[src/rtl/reset_sequencer.sv]
// reset_sequencer: power-on delay, stretched reset, then staggered release of
// NUM_CHANNELS active-high reset domains. A synchronised command strobe or the
// sw_hold level sends the sequencer back into the stretch phase.
module reset_sequencer #(
  parameter int SYNC_STAGES    = 2,
  parameter int POR_CYCLES     = 4,
  parameter int STRETCH_CYCLES = 8,
  parameter int NUM_CHANNELS   = 3,
  parameter int STAGGER_CYCLES = 4
) (
  input  logic                    clk,
  input  logic                    resetn,
  input  logic                    cmd_reset_strobe,
  input  logic                    sw_hold,
  output logic [NUM_CHANNELS-1:0] reset_out,
  output logic                    all_released,
  output logic                    busy,
  output logic [7:0]              reset_count
);

  // The counter must reach the longest phase length and the offset of the last channel release
  localparam int REL_SPAN = STAGGER_CYCLES * (NUM_CHANNELS - 1);
  localparam int MAX_PS   = (POR_CYCLES > STRETCH_CYCLES) ? POR_CYCLES : STRETCH_CYCLES;
  localparam int MAX_CNT  = (MAX_PS > REL_SPAN) ? MAX_PS : REL_SPAN;
  localparam int CNT_W    = $clog2(MAX_CNT + 1);

  typedef enum logic [1:0] {
    ST_POR,
    ST_STRETCH,
    ST_RELEASE,
    ST_RUN
  } state_t;

  state_t                  state;
  logic [CNT_W-1:0]        cnt;
  logic [CNT_W-1:0]        cnt_next;
  logic [SYNC_STAGES-1:0]  sync_q;
  logic                    cmd_prev;
  logic                    cmd_rise;

  assign cnt_next = cnt + 1'b1;
  assign cmd_rise = sync_q[SYNC_STAGES-1] & ~cmd_prev;

  // Command synchroniser chain plus one flop that remembers the last synchronised level
  always_ff @(posedge clk) begin
    if (!resetn) begin
      sync_q   <= '0;
      cmd_prev <= 1'b0;
    end else begin
      sync_q   <= {sync_q[SYNC_STAGES-2:0], cmd_reset_strobe};
      cmd_prev <= sync_q[SYNC_STAGES-1];
    end
  end

  // Sequencer FSM with all outputs registered alongside the state
  always_ff @(posedge clk) begin
    if (!resetn) begin
      state        <= ST_POR;
      cnt          <= '0;
      reset_out    <= '1;
      all_released <= 1'b0;
      busy         <= 1'b1;
      reset_count  <= 8'd0;
    end else if (state == ST_POR) begin
      if (cnt == CNT_W'(POR_CYCLES - 1)) begin
        state <= ST_STRETCH;
        cnt   <= '0;
      end else begin
        cnt <= cnt_next;
      end
    end else if (cmd_rise || sw_hold) begin
      state        <= ST_STRETCH;
      cnt          <= '0;
      reset_out    <= '1;
      all_released <= 1'b0;
      busy         <= 1'b1;
      if (cmd_rise && (reset_count != 8'hFF)) begin
        reset_count <= reset_count + 8'd1;
      end
    end else begin
      case (state)
        ST_STRETCH: begin
          if (cnt == CNT_W'(STRETCH_CYCLES - 1)) begin
            cnt       <= '0;
            reset_out <= ~NUM_CHANNELS'(1);
            if (NUM_CHANNELS == 1) begin
              state        <= ST_RUN;
              all_released <= 1'b1;
              busy         <= 1'b0;
            end else begin
              state <= ST_RELEASE;
            end
          end else begin
            cnt <= cnt_next;
          end
        end
        ST_RELEASE: begin
          cnt <= cnt_next;
          for (int i = 1; i < NUM_CHANNELS; i++) begin
            if (cnt_next == CNT_W'(i * STAGGER_CYCLES)) begin
              reset_out[i] <= 1'b0;
            end
          end
          if (cnt_next == CNT_W'(REL_SPAN)) begin
            state        <= ST_RUN;
            all_released <= 1'b1;
            busy         <= 1'b0;
          end
        end
        default: begin
          cnt <= '0;
        end
      endcase
    end
  end

endmodule
[config.mk]
export PLATFORM = sky130hd
export DESIGN_NAME = reset_sequencer
export DESIGN_NICKNAME = d
export VERILOG_FILES = /design/src/rtl/reset_sequencer.sv
export SDC_FILE = /design/constraint.sdc
export NUM_CORES = 1
export LEC_CHECK = 0
export CAP_MARGIN = 30
export CORE_ASPECT_RATIO = 1.75
export CORE_MARGIN = 5
export CORE_UTILIZATION = 40
export CTS_BUF_LIST = sky130_fd_sc_hd__clkbuf_4 sky130_fd_sc_hd__clkbuf_8
export DETAILED_ROUTE_END_ITERATION = 10
export GPL_TIMING_DRIVEN = 0
export HOLD_SLACK_MARGIN = 0.02
export SLEW_MARGIN = 20
export SYNTH_ARGS = -nofsm -noshare
export SYNTH_HDL_FRONTEND = slang
export SYNTH_SLANG_ARGS = --single-unit
[constraint.sdc]
create_clock -name clk -period 2.36 [get_ports clk]
set_input_delay 0.354 -clock clk [delete_from_list [all_inputs] [get_ports clk]]
set_output_delay 0.354 -clock clk [all_outputs]
set_load 0.005 [all_outputs]
==> results.py, run 1 <==
metrics = {
    "floorplanning": {
        "placeableCoreArea_mm2": 0.00272,
        "dieArea_mm2": 0.00401,
        "initial_core_util": 0.413,
        "core.rowCount": 25,
        "chipWidth_um": 50.1,
        "dieHeight_um": 80.2,
        "io_pins": 17,
    },
    "job": {
        "timing.max_cap.violations": 0,
    },
    "cts": {
        "insertion_delay_of_the_later_clocked_pin_in_the_worst_skew_pair_ps": 260,
        "clock_tree.root_cell": "clkbuf_8",
        "tritoncts": "yes",
        "postCtsHoldBufs": 0,
        "cts_htree_levels": 1,
        "total_number_of_clock_tree_sinks": 22,
        "cts-root-to-sink-buffers": 2,
        "postCtsResizedCells": 0,
        "postCtsSetupRepairBufs": 0,
        "clk_pin_slew_ps": 80,
        "cts_inserted_buffers": 3,
    },
    "synth": {
        "yosysWarnings": 0,
        "postSynth.asyncResetShare": 0,
        "ys_dominant_reg_cell": "dfxtp_1",
        "syn_area_per_cell_um2": 8.86,
        "synth_edf_count": 0,
        "yosysSeqAreaShare": 0.392,
        "mappedNetlistArea_mm2": 0.00112,
        "synth_nets": 136,
        "syn_inst": 127,
        "postSynthRegisterBits": 22,
        "synth.lib_cells_used.distinct": 44,
    },
    "sta": {
        "slew_headroom": 0.590,
        "period_minus_slack_ps": 1920,
        "rsz_0062_raised_after_global_routing": "false",
        "final.setup_skew_ps": 7.52,
        "final-setup-viol-count": 0,
        "drv_slew": 0,
        "fmax_mhz": 520,
        "fin_setup_tns_ps": 0,
        "worstMarginPinSlew_ps": 607,
        "final_min_period_over_clock_period": 0.814,
        "hold_viol": 0,
    },
    "detailed_routing": {
        "route.vias.total": 1005,
        "drt.antenna.violating_nets": 0,
        "drt_wl_total_um": 2540,
        "route.detailed.vias_per_inst": 5.78,
        "drt_iter0_markers": 31,
        "wl_per_cell_um": 14.6,
        "drt_pre_antenna_iters": 4,
        "drt_drc_violations_left": 0,
    },
    "power": {
        "cellLeakagePower_nw": 0.524,
        "seqPwrFrac": 0.418,
        "clockPowerShare": 0.332,
        "cellPowerDensity_mw_per_mm2": 746,
        "internal-power_w": 0.000735,
        "p_switching_w": 0.000302,
        "power_switching_share": 0.291,
        "vdd.ir_drop.worst_v": 0.000410,
        "comb_power_share": 0.250,
    },
    "critical_path": {
        "critical-path-top-delay-family": "simple AND/OR/NAND/NOR gates",
        "cp-start-kind": "flip-flop",
        "cp_data_arrival_time_ps": 2050,
        "critical_path_buf_inv_count": 1,
        "cpPeakStageDelay_ps": 570,
        "worst-endpoint-required_ps": 2490,
        "critical_path.max_fanout": 5,
        "critical_path.endpoint_type": "flip-flop",
        "critical_path.cell_chain": "inv_1 -> ha_1 -> nor4bb_1 -> o2111ai_1 -> xor2_1 -> nor2_1",
        "cpMaxStageDelayCell": "nor4bb_1",
        "setup.worst_path.class": "reg2reg",
    },
    "run_status": {
        "status": "complete, no violations",
    },
    "layout": {
        "layout-drive-gt1-share": 0.0748,
        "syn2layout_area_growth_pct": 23.6,
        "layout_common_cells": "22 x dfxtp_1, 16 x clkdlybuf4s50_1, 9 x nand2_1, 9 x nor2_1, 7 x a21oi_1",
        "antenna_cells_inserted": 0,
        "layout.nets": 157,
        "final_common_cell": "dfxtp_1",
        "postLayoutCoreUtil": 0.511,
    },
    "global_route": {
        "grt.busiest_layer": "met2",
        "first_global_vias": 1044,
        "grt_overflow_total": 0,
        "grt_use_met3": 0.0278,
        "antenna_found_initial": 0,
        "grt.total_usage": 0.139,
        "grt_pass1_wl_um": 4460,
        "grt_start_max_net_pins": 14,
        "grt.met1_usage": 0.137,
        "gr_util_met2": 0.259,
    },
    "placed_design": {
        "gp_congestion": 0.862,
        "place_hpwl_um": 1970,
        "placement.io_buffers": 16,
    },
    "worst_hold_path": {
        "worst_hold_path_type": "reg2reg",
    },
}
[kinds of logic (layout without fill, tap and decap cells)]
kind of cell	after synthesis	count (layout)	share of synthesized area
AOI/OAI and AO/OA	31	31	0.196
xor gates and xnor gates	5	5	0.0389
adders and majority gates	5	5	0.0556
buffers and inverters	10	30	0.0400
DFF	22	22	0.392
muxes	1	1	0.00890
and+or+nand+nor	53	53	0.269
[flip-flops by register name (all words and copies together) (netlist names)]
register / flops
reset_count: 8
cnt: 4
reset_out: 3
state: 2
sync_q: 2
all_released: 1
busy: 1
cmd_prev: 1
[through the flow]
step	std cells	total power [W]	hold WS, ps	instance area (um^2)	worst slack (ps)
2_1_floorplan	127	0.000629	412	1120	581
3_3_place_gp	170	0.000693	425	1320	447
3_5_place_dp	170	0.000697	423	1320	431
4_1_cts	174	0.00105	453	1390	413
5_1_grt	174	0.00109	468	1390	177
6_report	174	0.00104	451	1390	438
[layout make-up]
class,instances,area [um^2]
Timing Repair Buffer,16,160
Clock inverter,1,30.0
Fill cell,257,1330
Multi-Input combinational cell,95,639
Inverter,4,15.0
Tap cell,27,33.8
Sequential cell,22,440
Clock buffer,3,41.3
Buffer,6,30.0
[per-layer routing]
metal / share of wire / up-vias
li1: - / 505
met1: 0.39 / 475
met2: 0.56 / 19
met3: 0.028 / 6
met4: 0.022 / 0
met5: 0 / -
[cells in the mapped netlist (all sizes together) (2+ instances only)]
| master | instances | area share |
|---|---|---|
| nor3 | 2 | 0.0089 |
| dfxtp | 22 | 0.39 |
| nor2b | 3 | 0.017 |
| a21oi | 7 | 0.031 |
| ha | 5 | 0.056 |
| a211o | 3 | 0.023 |
| nand4 | 3 | 0.017 |
| and2 | 6 | 0.033 |
| nand3 | 5 | 0.022 |
| o31ai | 3 | 0.020 |
| xor2 | 4 | 0.031 |
| nand2 | 9 | 0.030 |
| o2111ai | 2 | 0.016 |
| a21o | 2 | 0.013 |
| nor2 | 9 | 0.030 |
| and3 | 3 | 0.017 |
| clkbuf | 5 | 0.017 |
| inv | 4 | 0.013 |
| or4 | 2 | 0.013 |
| o21ai | 4 | 0.018 |
[worst paths after layout]
path,startpoint,end,slack [ps],depth (start not counted)
setup / recovery,state[0]$_SDFFE_PN0P_,reset_count[4]$_SDFFE_PN0P_,440,6
hold / removal,sync_q[0]$_SDFF_PN0_,sync_q[1]$_SDFF_PN0_,450,1
setup reg to reg,state[0]$_SDFFE_PN0P_,reset_count[4]$_SDFFE_PN0P_,440,6
hold reg to reg,sync_q[0]$_SDFF_PN0_,sync_q[1]$_SDFF_PN0_,450,1
[power by group through the flow]
stage                     Clock (W)  Sequential, W  Combinational [W]
after global placement            0       0.000441           0.000252
after detailed placement          0       0.000442           0.000255
after CTS                  0.000355       0.000433           0.000259
after global routing       0.000366       0.000439           0.000288
final                      0.000344       0.000434           0.000259
after floorplan                   0       0.000434           0.000194
Note: power is estimated with default switching activity, not from simulation.
==> inputs of run 2 (changes only) <==
clock period = 1.6 ns   (was 2.36 ns; I/O delays follow)
==> results.py, run 2 (synthesized netlist as in run 1, its figures left out) <==
metrics = {
    "layout": {
        "layout.nets": 162,
        "largest_register_ff_count": 8,
        "layout-drive-gt1-share": 0.283,
        "final_common_cell": "clkdlybuf4s50_1",
        "layout_common_cells": "16 x clkdlybuf4s50_1, 15 x dfxtp_1, 9 x nor2_1",
        "antenna_cells_inserted": 0,
        "largest_register": "reset_count",
        "num-fill-cells": 258,
        "biggestRegsByFlops": "reset_count: 8 flops, cnt: 4 flops, reset_out: 3 flops",
        "fin_area_mm2": 0.00159,
        "syn2layout_area_growth_pct": 41.4,
    },
    "floorplanning": {
        "chipWidth_um": 50.1,
        "placeableCoreArea_mm2": 0.00272,
        "dieArea_mm2": 0.00401,
        "io_pins": 17,
        "dieHeight_um": 80.2,
        "initial_core_util": 0.413,
        "core.rowCount": 25,
    },
    "cts": {
        "clk_pin_slew_ps": 90,
        "postCtsHoldBufs": 0,
        "clock_tree.root_cell": "clkbuf_8",
        "cts_htree_levels": 1,
        "total_number_of_clock_tree_sinks": 22,
        "cts_inserted_buffers": 3,
        "insertion_delay_of_the_later_clocked_pin_in_the_worst_skew_pair_ps": 270,
        "tritoncts": "yes",
        "cts-root-to-sink-buffers": 2,
    },
    "power": {
        "vdd.ir_drop.worst_v": 0.000746,
        "cellPowerDensity_mw_per_mm2": 1070,
        "total_power_w": 0.00169,
        "cellLeakagePower_nw": 0.574,
    },
    "sta": {
        "slew_headroom": 0.645,
        "drv_slew": 0,
        "fmax_mhz": 627,
        "worstMarginPinSlew_ps": 532,
        "period_minus_slack_ps": 1590,
        "rsz_0062_raised_after_global_routing": "true",
        "fin_setup_tns_ps": 0,
        "final-setup-viol-count": 0,
        "final.setup_skew_ps": 10.3,
        "finalHoldWorstSlack_ps": 440,
        "final_min_period_over_clock_period": 0.997,
        "worst_slack_ps": 5.31,
        "hold_viol": 0,
    },
    "critical_path": {
        "setup.worst_path.class": "reg2reg",
        "cpPeakStageDelay_ps": 490,
        "critical_path.max_fanout": 3,
        "cpMaxStageDelayCell": "or4_4",
        "critical_path.cell_chain": "ha_4 -> and3_4 -> a211o_1 -> or4_4 -> a21oi_2",
        "critical_path_buf_inv_count": 0,
        "cp_data_arrival_time_ps": 1800,
        "worst-endpoint-required_ps": 1810,
        "critical_path.endpoint_type": "flip-flop",
        "cp-start-kind": "flip-flop",
        "critical-path-top-delay-family": "simple AND/OR/NAND/NOR gates",
    },
    "detailed_routing": {
        "drt_pre_antenna_iters": 4,
        "drt_iter0_markers": 19,
        "route.detailed.vias_per_inst": 5.78,
        "drt.antenna.violating_nets": 0,
        "drt_drc_violations_left": 0,
        "wl_per_cell_um": 16.0,
        "route.vias.total": 1035,
        "drt_wl_total_um": 2870,
    },
    "job": {
        "timing.max_cap.violations": 0,
    },
    "placed_design": {
        "place_hpwl_um": 1990,
        "placement.cell_area_mm2": 0.00133,
        "placement.io_buffers": 16,
        "place_worst_setup_slack_ps": -281,
        "gp_congestion": 0.902,
    },
    "global_route": {
        "antenna_found_initial": 0,
        "grt_start_max_net_pins": 14,
        "grt.total_usage": 0.153,
        "grt_pass1_wl_um": 4750,
        "first_global_vias": 1062,
        "grt_overflow_total": 0,
    },
    "run_status": {
        "status": "complete, no violations",
    },
    "worst_hold_path": {
        "worst_hold_path_type": "reg2reg",
    },
}
[run 2: changes by cell type in the layout (fill, tap and decap cells not counted), moves of 2 or more]
| cell | before | now |
|---|---|---|
| dfxtp_2 | 0 | 4 |
| o31ai_1 | 3 | 1 |
| dfxtp_1 | 22 | 15 |
| o21ai_1 | 0 | 2 |
| buf_4 | 0 | 5 |
| ha_1 | 5 | 0 |
| inv_1 | 4 | 2 |
| clkbuf_2 | 0 | 2 |
| dfxtp_4 | 0 | 3 |
| o21ai_0 | 4 | 2 |
| o31ai_2 | 0 | 2 |
| ha_4 | 0 | 5 |
| clkbuf_1 | 5 | 2 |
[run 2: path summary, 6_finish.rpt]
path                                               endpoint  slack, ps  depth (start not counted)                         from
worst min register to register         sync_q[1]$_SDFF_PN0_        440                          1         sync_q[0]$_SDFF_PN0_
worst max register to register  reset_count[7]$_SDFFE_PN0P_          5                          5  reset_count[0]$_SDFFE_PN0P_
worst min-delay path                   sync_q[1]$_SDFF_PN0_        440                          1         sync_q[0]$_SDFF_PN0_
worst max-delay path            reset_count[7]$_SDFFE_PN0P_          5                          5  reset_count[0]$_SDFFE_PN0P_
[run 2: through the flow]
stage / instances / util
global route: 179 / 0.584
detailed placement: 170 / 0.488
finish: 179 / 0.584
global placement: 170 / 0.488
CTS: 179 / 0.556
floorplan: 127 / -
[run 2: where the power goes]
part	switching, W	total, W	internal (W)
Sequential	0.0000535	0.000653	0.000600
Clock	0.000188	0.000522	0.000334
Combinational	0.000285	0.000518	0.000233
[run 2: layout make-up]
| type | instances | area, um^2 | share of cell area |
|---|---|---|---|
| clock inverters | 1 | 30.0 | 0.0189 |
| clock buffers | 3 | 41.3 | 0.0260 |
| well taps | 27 | 33.8 | 0.0212 |
| inverters | 4 | 22.5 | 0.0142 |
| multi-input cells | 95 | 764 | 0.481 |
| flip-flops and latches | 22 | 457 | 0.287 |
| repair buffers | 22 | 209 | 0.131 |
| plain buffers | 5 | 32.5 | 0.0205 |
[run 2: repair_timing]
item / in CTS / in global routing
endpoints found under the setup margin: 15 / 11
pin swaps: 5 / 5
gates cloned: 0 / 0
resized for setup: 19 / 22
setup buffers: 5 / 1
[run 2: routing by layer]
| layer | vias to the layer above | wire length (um) | GRT usage |
|---|---|---|---|
| li1 | 518 | - | - |
| met1 | 493 | 1180 | 0.162 |
| met2 | 20 | 1570 | 0.282 |
| met3 | 4 | 65 | 0.0241 |
| met4 | 0 | 56 | 0.0735 |
| met5 | - | 0 | 0 |
[run 2: worst register-to-register path: stages (launching register included)]
cell	delay, ps
dfxtp_4	360
ha_4	150
and3_4	130
a211o_1	280
or4_4	490
a21oi_2	120
==> inputs of run 3 (changes only) <==
clock period = 1.8 ns   (was 1.6 ns; I/O delays follow)
==> results.py, run 3 (synthesized netlist as in run 1, its figures left out) <==
metrics = {
    "sta": {
        "final.setup_skew_ps": 8.19,
        "drv_slew": 0,
        "final_min_period_over_clock_period": 0.980,
        "worstMarginPinSlew_ps": 522,
        "rsz_0062_raised_after_global_routing": "true",
        "slew_headroom": 0.652,
        "fmax_mhz": 567,
        "worst_slack_ps": 35.6,
        "final-setup-viol-count": 0,
        "hold_viol": 0,
        "period_minus_slack_ps": 1760,
    },
    "power": {
        "vdd.ir_drop.worst_v": 0.000543,
        "total_power_w": 0.00138,
        "cellLeakagePower_nw": 0.532,
        "cellPowerDensity_mw_per_mm2": 955,
    },
    "worst_hold_path": {
        "worst_hold_path_type": "reg2reg",
        "worst_hold_path.num_cells": 1,
        "hold_path.startpoint": "sync_q[0]$_SDFF_PN0_",
    },
    "detailed_routing": {
        "drt_drc_violations_left": 0,
        "route.vias.total": 1025,
        "drt.antenna.violating_nets": 0,
        "drt_wl_total_um": 2700,
        "drt_pre_antenna_iters": 4,
        "wl_per_cell_um": 15.4,
        "drt_iter0_markers": 23,
        "route.detailed.vias_per_inst": 5.82,
    },
    "cts": {
        "cts_inserted_buffers": 3,
        "total_number_of_clock_tree_sinks": 22,
        "postCtsHoldBufs": 0,
        "clk_pin_slew_ps": 80,
        "cts-root-to-sink-buffers": 2,
        "clock_tree.root_cell": "clkbuf_8",
        "cts_htree_levels": 1,
        "tritoncts": "yes",
        "insertion_delay_of_the_later_clocked_pin_in_the_worst_skew_pair_ps": 260,
    },
    "layout": {
        "layout_common_cells": "19 x dfxtp_1, 16 x clkdlybuf4s50_1, 9 x nand2_1, 9 x nor2_1",
        "postLayoutCoreUtil": 0.531,
        "layout.nets": 159,
        "biggestRegsByFlops": "reset_count: 8 flops, cnt: 4 flops, reset_out: 3 flops",
        "antenna_cells_inserted": 0,
        "fin_cells": 176,
        "largest_register": "reset_count",
        "syn2layout_area_growth_pct": 28.5,
        "num-fill-cells": 253,
        "final_common_cell": "dfxtp_1",
        "layout-drive-gt1-share": 0.154,
        "largest_register_ff_count": 8,
    },
    "floorplanning": {
        "dieHeight_um": 80.2,
        "placeableCoreArea_mm2": 0.00272,
        "core.rowCount": 25,
        "io_pins": 17,
        "initial_core_util": 0.413,
        "dieArea_mm2": 0.00401,
        "chipWidth_um": 50.1,
    },
    "critical_path": {
        "worst-endpoint-required_ps": 2000,
        "setup.worst_path.start": "reset_count[1]$_SDFFE_PN0P_",
        "critical_path.endpoint_type": "flip-flop",
        "cp_data_arrival_time_ps": 1960,
        "cell_count_of_the_worst_reg_to_reg_path": 5,
        "cp-start-kind": "flip-flop",
        "critical_path.max_fanout": 5,
        "setup.worst_path.class": "reg2reg",
        "critical_path.reg2reg.startpoint": "reset_count[1]$_SDFFE_PN0P_",
    },
    "global_route": {
        "grt_overflow_total": 0,
        "first_global_vias": 1078,
        "grt_pass1_wl_um": 4590,
        "antenna_found_initial": 0,
        "grt.total_usage": 0.143,
        "grt_start_max_net_pins": 14,
    },
    "job": {
        "timing.max_cap.violations": 0,
    },
    "placed_design": {
        "place_worst_setup_slack_ps": -129,
        "place_hpwl_um": 1970,
        "placement.io_buffers": 16,
        "numPlacedInstances": 170,
        "gp_congestion": 0.862,
    },
    "run_status": {
        "status": "complete, no violations",
    },
}
run 3: where the power goes:
group | switching, W | internal (W)
combinational | 0.000206 | 0.000150
clock | 0.000156 | 0.000297
sequential | 0.0000433 | 0.000529
run 3: what timing repair did:
item	in CTS	in global routing
buffers inserted	3	1
gates resized for setup	6	6
endpoints found under the hold margin	0	0
pin swaps	3	3
endpoints found under the setup margin	8	9
run 3: worst max-delay path, stage by stage (launching register included):
cell,delay [ps]
dfxtp_2,360
ha_4,160
and3_4,160
a211o_1,350
or4_4,530
a21oi_2,140
run 3: through the flow:
step	TNS (ps)	hold slack [ps]	instance area, um^2
after global routing	-133	468	1450
after CTS	0	453	1430
final	0	453	1450
after global placement	-317	425	1320
after detailed placement	-496	423	1320
after floorplan	0	397	1120
run 3: path summary, 6_finish.rpt:
check                                endpoint  slack, ps
setup / recovery  reset_count[7]$_SDFFE_PN0P_         40
hold / removal           sync_q[1]$_SDFF_PN0_        450
setup reg to reg  reset_count[7]$_SDFFE_PN0P_         40
hold reg to reg          sync_q[1]$_SDFF_PN0_        450
run 3: metal layers:
layer	wire length, um	vias up	share of wire	track usage
li1	-	509	-	-
met1	1070	495	0.40	0.139
met2	1510	15	0.56	0.266
met3	57	6	0.021	0.0278
met4	66	0	0.024	0.0840
met5	0	-	0	0
run 3: layout make-up:
class	instances	area, um^2	share of cell area
plain buffers	4	15.0	0.0104
clock buffers	3	41.3	0.0286
clock inverters	1	30.0	0.0208
inverters	4	15.0	0.0104
multi-input cells	95	673	0.466
flip-flops and latches	22	447	0.309
well taps	27	33.8	0.0234
repair buffers	20	190	0.132
